### src/rtl/fifo_arb_pkg.sv
// Shared encodings and helpers for the FIFO write-port arbiter.
package fifo_arb_pkg;

    typedef enum logic [0:0] {
        ARB  = 1'b0,
        LOCK = 1'b1
    } arb_state_t;

    function automatic int clog2(input int n);
        int r;
        r = 0;
        for (int k = 1; k < n; k = k * 2) r++;
        return r;
    endfunction

endpackage

### src/rtl/fifo_wr_arbiter_rr_pick.sv
// Rotate-priority picker: first asserted request at or after the start pointer, wrapping.
module rr_pick
    import fifo_arb_pkg::*;
#(
    parameter int NUM_REQ  = 4,
    parameter int id_width = 2
) (
    input  logic [NUM_REQ-1:0]  req,
    input  logic [id_width-1:0] start,
    output logic [id_width-1:0] sel,
    output logic                any_valid
);

    always_comb begin
        sel       = '0;
        any_valid = 1'b0;
        // Scan from farthest to nearest so the closest hit to start wins.
        for (int k = NUM_REQ - 1; k >= 0; k--) begin
            if (req[(int'(start) + k) % NUM_REQ]) begin
                sel       = id_width'((int'(start) + k) % NUM_REQ);
                any_valid = 1'b1;
            end
        end
    end

endmodule

### src/rtl/fifo_wr_arbiter.sv
// Round-robin arbiter feeding the async FIFO write port through a one-entry output stage.
// Optional burst lock enabled by defining FIFO_WR_ARB_BURST_LOCK_EN.
//
// state | meaning
// ARB   | free round-robin from rr_ptr
// LOCK  | only lock_id may be accepted until its last word
module fifo_wr_arbiter
    import fifo_arb_pkg::*;
#(
    parameter  int NUM_REQ    = 4,
    parameter  int data_width = 8,
    localparam int id_width   = clog2(NUM_REQ)
) (
    input  logic                            wclk,
    input  logic                            wrst_n,
    input  logic [NUM_REQ-1:0]              req_valid,
    input  logic [NUM_REQ*data_width-1:0]   req_data,
    input  logic [NUM_REQ-1:0]              req_last,
    output logic [NUM_REQ-1:0]              req_ready,
    input  logic                            wfull,
    output logic                            winc,
    output logic [data_width-1:0]           wdata,
    output logic [id_width-1:0]             grant_id
);

    arb_state_t          state, state_next;
    logic                out_valid;
    logic [id_width-1:0] rr_ptr;
    logic [id_width-1:0] start;
    logic [NUM_REQ-1:0]  pick_req;
    logic [id_width-1:0] sel;
    logic                any_valid;
    logic                slot_free;
    logic                accept;

`ifdef FIFO_WR_ARB_BURST_LOCK_EN
    logic [id_width-1:0] lock_id;

    assign pick_req = (state == LOCK) ? (req_valid & (NUM_REQ'(1) << lock_id)) : req_valid;
    assign start    = (state == LOCK) ? lock_id : rr_ptr;
`else
    logic unused_last;

    assign unused_last = ^req_last;
    assign pick_req    = req_valid;
    assign start       = rr_ptr;
`endif

    rr_pick #(
        .NUM_REQ  (NUM_REQ),
        .id_width (id_width)
    ) u_pick (
        .req       (pick_req),
        .start     (start),
        .sel       (sel),
        .any_valid (any_valid)
    );

    assign slot_free = !out_valid || !wfull;
    assign accept    = wrst_n && slot_free && any_valid;
    assign req_ready = accept ? (NUM_REQ'(1) << sel) : '0;
    assign winc      = out_valid;

    always_comb begin
        state_next = state;
`ifdef FIFO_WR_ARB_BURST_LOCK_EN
        if (accept) begin
            if (state == ARB && !req_last[sel])
                state_next = LOCK;
            else if (state == LOCK && req_last[sel])
                state_next = ARB;
        end
`endif
    end

    always_ff @(posedge wclk) begin
        if (!wrst_n) begin
            state     <= ARB;
            out_valid <= 1'b0;
            wdata     <= '0;
            grant_id  <= '0;
            rr_ptr    <= '0;
        end else begin
            state <= state_next;
            if (accept) begin
                wdata     <= req_data[int'(sel)*data_width +: data_width];
                grant_id  <= sel;
                out_valid <= 1'b1;
                // In LOCK sel equals lock_id, so this also resumes after the locked requester.
                rr_ptr    <= (sel == id_width'(NUM_REQ - 1)) ? '0 : sel + 1'b1;
            end else if (out_valid && !wfull) begin
                out_valid <= 1'b0;
            end
        end
    end

`ifdef FIFO_WR_ARB_BURST_LOCK_EN
    always_ff @(posedge wclk) begin
        if (!wrst_n)
            lock_id <= '0;
        else if (accept && state == ARB && !req_last[sel])
            lock_id <= sel;
    end
`endif

endmodule
### config.mk
export PLATFORM = sky130hd
export DESIGN_NAME = fifo_wr_arbiter
export DESIGN_NICKNAME = d
export VERILOG_FILES = /design/src/rtl/fifo_arb_pkg.sv /design/src/rtl/fifo_wr_arbiter_rr_pick.sv /design/src/rtl/fifo_wr_arbiter.sv
export SDC_FILE = /design/constraint.sdc
export NUM_CORES = 1
export LEC_CHECK = 0
export CORE_UTILIZATION = 30
export DETAILED_ROUTE_END_ITERATION = 7
export PLACE_DENSITY_LB_ADDON = 0.25
export SETUP_SLACK_MARGIN = 0.4
export SYNTH_ARGS = -nofsm -noshare
export SYNTH_HDL_FRONTEND = slang
export SYNTH_SLANG_ARGS = --single-unit
export TNS_END_PERCENT = 100
### constraint.sdc
create_clock -name wclk -period 1.6 [get_ports wclk]
set_clock_uncertainty 0.2 [all_clocks]
set_input_delay 0.32 -clock wclk [delete_from_list [all_inputs] [get_ports wclk]]
set_output_delay 0.32 -clock wclk [all_outputs]
set_load 0.02 [all_outputs]
==> reports/results.ini, run 1 <==
[yosys]
synth_warnings=0
synth_area_um2=791
synth_edf_count=0
synth_top_cell_by_area=dfxtp_1
ys.flop_type=dfxtp_1
synth.top_cell.area_share_pct=32.9
synth_most_common_cell=mux2i_1
seq_area_frac_synth_pct=32.9
synth-async-reset-ratio_pct=0
synthCells=81
ys_top_cells_by_count=19 x mux2i_1, 13 x dfxtp_1, 10 x nand2_1
synth_area_leaders=dfxtp_1 33%, mux2i_1 24%, o221ai_1 7.8%, nand2_1 4.7%, a21oi_1 3.2%
syn_avg_cell_area_um2=9.76
ys_types=22
synth_fp_nets=124
ys_ff_latch=13

[floorplan]
fp-row-count=18
die_w_um=53.3
core_region_area_um2=2480
die_area_um2=2850
die-height_um=53.3
num_io_pins=58
floorplan.initialDensity_pct=31.9

[global_routing]
grt_pass1_wl_um=3730
antenna_found_initial=0
grt_max_degree=15
grt_pass1_vias=868
grt_use_total_pct=18.0
grt.overflow.total=0

[pwr]
cellPowerDensity_nw_per_um2=772
p_sw_share_pct=33.6
ir_worst_vdd_mv=0.507
seqPwrFrac_pct=31.6
pwr-share-clk_pct=15.8
combPwrFrac_pct=52.6
p_switching_mw=0.444
p_leak_nw=0.721
intPower_mw=0.876

[worst_setup_path]
worstPathArrival_ns=1.53
cp-end-kind=primary output
worst-path-max-fanout=3
critPathRequiredTime_ns=1.08
startpoint_type=flip-flop
crit_type=flip-flop to primary output

[flow_run]
cap_violations=0

[clocking]
cts.sinks=13
cts.reportedPaths.clkPinSlew_ns=0.08
htreeDepth=1
cts_tree=built
cts_hold_buf=0
cts_root_buf=clkbuf_4
cts_max_path_buffers=2
numCtsBuffers=3
clock_latency_ns=0.27

[route]
drc_errors=0
drt-vias-per-instance=4.98
wirelength_um=2570
dr.pass1.iters=3
ant_nets=0
drt_iter0_markers=7
vias=941
wl_per_cell_um=13.6

[timing]
period_needed_ns=2.05
report.final.hold_viol_count=0
whs_ns=0.173
fin_tns_setup_ns=-3.93
setup_viol=14
rsz0062_at_grt=yes
max_freq_mhz=487
slew_viol_final=0
setup_ws_ns=-0.452
relSlewSlack_pct=80.6
min_period_over_period_pct=128
worst_slew_pin_slew_ns=0.289

[finish]
fillers=196
antenna_cells=0
regArea_um2=278
nNetsFinal=203
drive_above_1_share_pct=49.1
multi_input_area_um2=606
area_growth_pct=116

[worst_hold_path]
min-delay-path-class=input pin to flip-flop

[placement]
io_buffers=53
dpl.hpwl_um=1870
place.gp.congestion=0.725
pre_cts_ws_ns=-1.13

[status]
violations=setup timing
outcome=finished with violations

[power groups by stage]
stage	registers, mW	logic (mW)	clock network [mW]
finish	0.417	0.693	0.209
global route	0.423	0.734	0.232
CTS	0.415	0.622	0.216
detailed placement	0.409	0.575	0
global placement	0.407	0.566	0
floorplan	0.455	0.261	0
[logic make-up after synthesis]
| kind of cell | count (synthesis) | synth area share, % |
|---|---|---|
| DFF | 13 | 32.9 |
| and+or+nand+nor | 24 | 19.8 |
| muxes | 19 | 24.1 |
| AOI/OAI and AO/OA | 18 | 18.0 |
| xor gates and xnor gates | 1 | 1.11 |
| buffers and inverters | 6 | 4.11 |
[per-stage QoR]
| stage | utilization, % | cells | total power, mW | area (um^2) |
|---|---|---|---|---|
| final | 68.9 | 189 | 1.32 | 1710 |
| after global routing | 68.9 | 189 | 1.39 | 1710 |
| after CTS | 65.5 | 185 | 1.25 | 1620 |
| after detailed placement | 60.9 | 175 | 0.984 | 1510 |
| after global placement | 60.9 | 175 | 0.974 | 1510 |
| after floorplan | - | 81 | 0.717 | 861 |
[flip-flops by register name, indices dropped and copies added (netlist names)]
name and cells:
rr_ptr 2, wdata 8, winc 1, grant_id 2
[worst max-delay path, stage by stage (launching register included)]
cell and delay (ns):
dfxtp_4 0.36, buf_6 0.12, nand2_4 0.07, a21oi_4 0.06
nor3_4 0.27, nand3b_4 0.22, nor2_4 0.04, buf_6 0.12
[final timing paths]
check / slack, ns / from / cells past startpoint / end
worst max-delay path: -0.45 / rr_ptr[1] / 7 / req_ready[2]
worst min-delay path: 0.17 / wfull / 3 / winc
worst min register to register: 0.28 / wdata[1] / 2 / wdata[1]
worst max register to register: -0.28 / rr_ptr[1] / 8 / wdata[3]
[placed cells by master, fill, tap and decap left out, types with 4 or more instances in the layout]
cell type,n
mux2i_1,19
o221ai_1,5
dfxtp_2,11
nand2_1,9
buf_6,21
buf_4,18
nor2_4,4
clkdlybuf4s50_1,32
[repair_timing]
item,in CTS,in global routing
pin swaps,7,3
setup buffers,6,4
setup endpoints to repair,28,27
hold endpoints to repair,0,0
resized for setup,113,21
[layout make-up]
| class | instances | share of cell area (%) |
|---|---|---|
| flip-flops and latches | 13 | 16.3 |
| inverters | 2 | 0.440 |
| repair buffers | 78 | 44.1 |
| clock buffers | 4 | 1.54 |
| multi-input cells | 62 | 35.5 |
| well taps | 30 | 2.20 |
[routing by layer]
layer | GRT usage (%) | part of all wire (%) | up-vias
met4 | 7.89 | 1.5 | 0
met2 | 32.1 | 55 | 27
met3 | 2.59 | 4.2 | 4
li1 | - | - | 460
met5 | 0 | 0 | -
met1 | 20.8 | 39 | 450
No activity file was read; power rests on OpenSTA's default activity.
==> run 2, diff against run 1 <==
Settings changed: CORE_ASPECT_RATIO from default to 0.5.
==> run 2 against run 1 <==
  * The run still ends with setup timing left
  * Final cell count grew 4.8%
  * First-iteration DRC count increased to 4.9 times the previous value
  * Via count is 0.21% lower
  * Worst setup slack gained 0.024 ns
  * Maximum frequency rose by 1.2%
  * Non-clock buffer count grew 4
  * Hold slack improved by 0.094 ns
  * Register-to-register slack worse by 0.06 ns
  * Flip-flop and latch count did not move
  * Count of clock-buffer cells in the layout is the same
  * Combinational power increased by 14%
==> reports/results.ini, run 2 (same netlist as run 1, synthesis figures left out) <==
[placement]
placed_area_um2=1490  ; was 1510 um^2
io_buffers=53  ; unchanged
dpl.hpwl_um=1690  ; was 1870 um
place.gp.congestion=0.773  ; was 0.725

[timing]
period_needed_ns=2.03  ; was 2.05 ns
slew_viol_final=0  ; unchanged
rsz0062_at_grt=yes  ; unchanged
worst_slew_pin_slew_ns=0.375  ; was 0.289 ns
min_period_over_period_pct=127  ; was 128%
relSlewSlack_pct=74.9  ; was 80.6%
max_freq_mhz=493  ; was 487 MHz
setup_ws_ns=-0.428  ; was -0.452 ns
report.final.hold_viol_count=0  ; unchanged
setup_viol=16  ; was 14

[route]
maxUsedRoutingLayer=met4  ; unchanged
dr.pass1.iters=4  ; was 3
met1_length_um=1100  ; was 1010 um
drc_errors=0  ; unchanged
wl_per_cell_um=13.7  ; was 13.6 um
wl_met2_um=1490  ; was 1420 um
drt-vias-per-instance=4.74  ; was 4.98
met3_length_um=112  ; was 108 um
drt_iter0_markers=34  ; was 7
vias=939  ; was 941
ant_nets=0  ; unchanged
wirelength_um=2710  ; was 2570 um

[worst_setup_path]
worst-path-max-fanout=3  ; unchanged
crit_chain=buf_6, nand2_4, a21oi_4, nor3_4, nand3b_4, nor2_4, buf_6  ; unchanged
crit_top_cell=buf_6  ; unchanged
cp-end-kind=primary output  ; unchanged
worstPathArrival_ns=1.51  ; was 1.53 ns
critPathRequiredTime_ns=1.08  ; about the same
cp_slowest_stage_delay_ns=0.36  ; about the same
startpoint_type=flip-flop  ; unchanged
path_delay_family=simple AND/OR/NAND/NOR gates  ; unchanged
path_buf_inv=2  ; unchanged
crit_type=flip-flop to primary output  ; unchanged
cp_slowest_cell=dfxtp_4  ; unchanged

[clocking]
clock_latency_ns=0.25  ; was 0.27 ns
htreeDepth=1  ; unchanged
cts.sinks=13  ; unchanged
cts_hold_buf=0  ; unchanged
cts.reportedPaths.clkPinSlew_ns=0.06  ; was 0.08 ns
cts_root_buf=clkbuf_8  ; was clkbuf_4
cts_max_path_buffers=2  ; unchanged
numCtsBuffers=3  ; unchanged
cts_tree=built  ; unchanged

[worst_hold_path]
min-delay-path-class=flip-flop to flip-flop  ; was input pin to flip-flop

[pwr]
ir_worst_vdd_mv=0.496  ; was 0.507 mV
p_leak_nw=0.758  ; was 0.721 nW
cellPowerDensity_nw_per_um2=831  ; was 772 nW/um^2
totalPowerFinal_mw=1.51  ; was 1.32 mW

[finish]
top_regs=wdata: 8 flops, grant_id: 2 flops, rr_ptr: 2 flops  ; unchanged
final_common_cell=clkdlybuf4s50_1  ; unchanged
largest_register_ffs=8  ; unchanged
drive_above_1_share_pct=50.3  ; was 49.1%
fillers=163  ; was 196
antenna_cells=0  ; unchanged
postLayoutCellArea_um2=1820  ; was 1710 um^2
final_cell_mix=33 x clkdlybuf4s50_1, 28 x buf_6, 18 x mux2i_1  ; was 32 x clkdlybuf4s50_1, 21 x buf_6, 19 x mux2i_1
largest_register=wdata  ; unchanged
area_growth_pct=130  ; was 116%
nNetsFinal=207  ; was 203

[global_routing]
antenna_found_initial=0  ; unchanged
grt_pass1_vias=919  ; was 868
grt_use_total_pct=19.2  ; was 18.0%
grt_max_degree=9  ; was 15
grt_pass1_wl_um=3960  ; was 3730 um
grt.overflow.total=0  ; unchanged

[flow_run]
cap_violations=0  ; unchanged

[floorplan]
floorplan.initialDensity_pct=33.5  ; was 31.9%
core_region_area_um2=2360  ; was 2480 um^2
die_area_um2=2860  ; was 2850 um^2
die-height_um=38.3  ; was 53.3 um
fp-row-count=12  ; was 18
die_w_um=74.6  ; was 53.3 um
num_io_pins=58  ; unchanged

[status]
outcome=finished with violations  ; unchanged
violations=setup timing  ; unchanged

## run 2: what timing repair did
item	4_1_cts	5_1_grt
gates cloned	1	0
setup endpoints to repair	28	28
pin swaps	11	10
gates resized for setup	125	15
setup buffers	8	8
## run 2: final cells by class
type | instances | area (um^2) | area share [%]
Multi-Input combinational cell | 62 | 603 | 33.1
Sequential cell | 13 | 278 | 15.2
Timing Repair Buffer | 82 | 845 | 46.4
Clock buffer | 4 | 45.0 | 2.47
Inverter | 2 | 7.51 | 0.412
Tap cell | 35 | 43.8 | 2.40
## run 2: power breakdown
group / internal [mW] / total, mW / switching [mW]
Clock: 0.176 / 0.306 / 0.130
Combinational: 0.472 / 0.790 / 0.318
Sequential: 0.381 / 0.418 / 0.0368
Total: 1.03 / 1.51 / 0.484
## run 2: through the flow
step	utilization [%]	setup slack, ns	hold slack [ns]	setup TNS [ns]	std cells
floorplan	-	-0.123	0.274	-0.359	81
global placement	63.3	-1.14	0.243	-13.36	177
detailed placement	63.3	-1.14	0.251	-13.40	177
CTS	73.1	-0.440	0.268	-3.99	190
global route	77.3	-0.486	0.287	-5.67	198
finish	77.3	-0.428	0.267	-4.55	198
## run 2: final timing paths
kind,from,endpoint,slack (ns),depth (start not counted)
min reg2reg,wdata[4],wdata[4],0.27,2
max reg2reg,rr_ptr[1],wdata[7],-0.34,9
max,rr_ptr[1],req_ready[0],-0.43,7
min,wdata[4],wdata[4],0.27,2
## run 2: worst register-to-register path, delay by kind of cell (launching register included)
| family | cells | cell delay (ns) |
|---|---|---|
| DFF | 1 | 0.36 |
| and+or+nand+nor | 2 | 0.19 |
| muxes | 1 | 0.18 |
| AOI/OAI and AO/OA | 2 | 0.35 |
| buffers and inverters | 4 | 0.52 |
## run 2: per-layer routing
layer / track usage [%] / up-vias
met4: 3.30 / 0
li1: - / 466
met1: 21.1 / 446
met2: 37.2 / 25
met3: 6.32 / 2
met5: 0 / -
==> run 3, diff against run 2 <==
Clock period 1.6 ns to 1.7 ns, I/O delays scaled along.
==> run 3 against run 2 <==
  * The flow still finishes with violations (setup timing)
  * Worst setup slack improved by 0.12 ns
  * Global-route usage down 0.34 points
  * Cell area fell by 9.7%
  * Sequential share of layout area grew 1.2 points
  * Combinational power down 23%
  * Final cell count fell by 4.0%
  * Die area unchanged
  * Flip-flop and latch count is the same
  * Critical path type unchanged
  * Critical endpoint is now req_ready[2]
  * Largest power group unchanged
  * Highest routed layer unchanged
==> reports/results.ini, run 3 (same netlist as run 1, synthesis figures left out) <==
[status]
outcome=finished with violations  ; unchanged
violations=setup timing  ; unchanged

[placement]
dpl.hpwl_um=1810  ; was 1690 um
io_buffers=53  ; unchanged
place.gp.congestion=0.725  ; was 0.773
pre_cts_ws_ns=-1.09  ; was -1.14 ns
placed_area_um2=1500  ; was 1490 um^2

[timing]
slew_viol_final=0  ; unchanged
period_needed_ns=2.01
max_freq_mhz=497
worst_slew_pin_slew_ns=0.278  ; was 0.375 ns
setup_viol=13  ; was 16
rsz0062_at_grt=yes  ; unchanged
report.final.hold_viol_count=0  ; unchanged
setup_ws_ns=-0.312  ; was -0.428 ns
relSlewSlack_pct=81.3  ; was 74.9%
whs_ns=0.255  ; was 0.267 ns
min_period_over_period_pct=118

[clocking]
cts_hold_buf=0  ; unchanged
numCtsBuffers=3  ; unchanged
htreeDepth=1  ; unchanged
cts_tree=built  ; unchanged
cts.sinks=13  ; unchanged
cts_root_buf=clkbuf_8  ; unchanged
clock_latency_ns=0.25  ; about the same
cts_max_path_buffers=2  ; unchanged
cts.reportedPaths.clkPinSlew_ns=0.06  ; about the same

[global_routing]
grt.overflow.total=0  ; unchanged
antenna_found_initial=0  ; unchanged
grt_pass1_vias=902  ; was 919
grt_use_total_pct=18.9  ; was 19.2%
grt_max_degree=14  ; was 9
grt_pass1_wl_um=3820  ; was 3960 um

[pwr]
p_leak_nw=0.688  ; was 0.758 nW
totalPowerFinal_mw=1.28  ; was 1.51 mW
cellPowerDensity_nw_per_um2=778  ; was 831 nW/um^2
ir_worst_vdd_mv=0.401  ; was 0.496 mV

[finish]
regArea_um2=270  ; was 278 um^2
nNetsFinal=199  ; was 207
area_growth_pct=108  ; was 130%
fillers=204  ; was 163
antenna_cells=0  ; unchanged
largest_register=wdata  ; unchanged
largest_register_ffs=8  ; unchanged
final_common_cell=clkdlybuf4s50_1  ; unchanged
final_cell_mix=32 x clkdlybuf4s50_1, 19 x mux2i_1, 19 x buf_4  ; was 33 x clkdlybuf4s50_1, 28 x buf_6, 18 x mux2i_1
utilization_pct=69.8  ; was 77.3%
multi_input_area_um2=584  ; was 603 um^2
drive_above_1_share_pct=44.5  ; was 50.3%
top_regs=wdata: 8 flops, grant_id: 2 flops, rr_ptr: 2 flops  ; unchanged
postLayoutCellArea_um2=1650  ; was 1820 um^2

[floorplan]
core_region_area_um2=2360  ; unchanged
fp-row-count=12  ; unchanged
die_area_um2=2860  ; unchanged
die_w_um=74.6  ; unchanged
die-height_um=38.3  ; unchanged
num_io_pins=58  ; unchanged
floorplan.initialDensity_pct=33.5  ; unchanged

[route]
drt_iter0_markers=5  ; was 34
drc_errors=0  ; unchanged
drt-vias-per-instance=4.76  ; was 4.74
wirelength_um=2460  ; was 2710 um
ant_nets=0  ; unchanged
wl_per_cell_um=13.0  ; was 13.7 um
dr.pass1.iters=4  ; unchanged
vias=905  ; was 939

[worst_setup_path]
worst-path-max-fanout=4  ; was 3
crit_chain=buf_4, nor3b_4, nor3_4, nand3b_4, nor2_4, buf_6  ; was buf_6, nand2_4, a21oi_4, nor3_4, nand3b_4, nor2_4, buf_6
crit_type=flip-flop to primary output  ; unchanged
worstPathArrival_ns=1.47  ; was 1.51 ns
startpoint_type=flip-flop  ; unchanged
cp_slowest_cell=dfxtp_4  ; unchanged
critPathRequiredTime_ns=1.16  ; was 1.08 ns
cp_slowest_stage_delay_ns=0.35  ; was 0.36 ns
cp-end-kind=primary output  ; unchanged

[worst_hold_path]
min-delay-path-class=flip-flop to flip-flop  ; unchanged

[flow_run]
cap_violations=0  ; unchanged

## run 3: cell count changes in the layout (fill, tap and decap cells not counted), sizes merged
cell | before | now
clkdlybuf4s15 | 1 | 0
clkbuf | 6 | 4
clkdlybuf4s50 | 33 | 32
buf | 44 | 40
## run 3: critical path: cells and delay by family, from the launching register on
family	cells	cell delay (ns)
buf+inv	2	0.26
flops	1	0.35
simple gates	4	0.61
## run 3: final timing paths
check                                from           end  slack (ns)  cells past startpoint
worst max-delay path            rr_ptr[1]  req_ready[2]       -0.31                      6
worst min-delay path             wdata[0]      wdata[0]        0.26                      2
worst max register to register  rr_ptr[1]      wdata[0]       -0.17                      8
worst min register to register   wdata[0]      wdata[0]        0.26                      2
## run 3: what timing repair did
| action | CTS | global route |
|---|---|---|
| pin swaps | 7 | 4 |
| resized for setup | 106 | 18 |
| setup endpoints to repair | 28 | 26 |
| setup buffers | 4 | 4 |
## run 3: cell type report
class	instances	share of cell area (%)
inverter	2	0.456
sequential	13	16.4
timing repair buffer	74	42.2
tap	35	2.66
clock buffer	4	2.74
multi-input combinational	62	35.5
## run 3: metrics by stage
stage	TNS (ns)	cells
floorplan	-0.0637	81
global placement	-12.16	178
detailed placement	-12.68	178
CTS	-1.92	186
global route	-3.17	190
finish	-2.16	190
## run 3: where the power goes
group / leakage (nW) / internal [mW] / total, mW / switching (mW)
Sequential: 0.110 / 0.355 / 0.384 / 0.0292
Clock: 0.0228 / 0.166 / 0.284 / 0.118
Combinational: 0.555 / 0.343 / 0.612 / 0.269
Total: 0.688 / 0.864 / 1.28 / 0.416
## run 3: metal layers
metal / vias up / share of wire, % / track usage [%] / wire [um]
li1: 448 / - / - / -
met1: 424 / 41 / 19.2 / 1000
met2: 28 / 52 / 36.3 / 1290
met3: 5 / 5.7 / 6.58 / 141
met4: 0 / 1.0 / 7.55 / 25
met5: - / 0 / 0 / 0
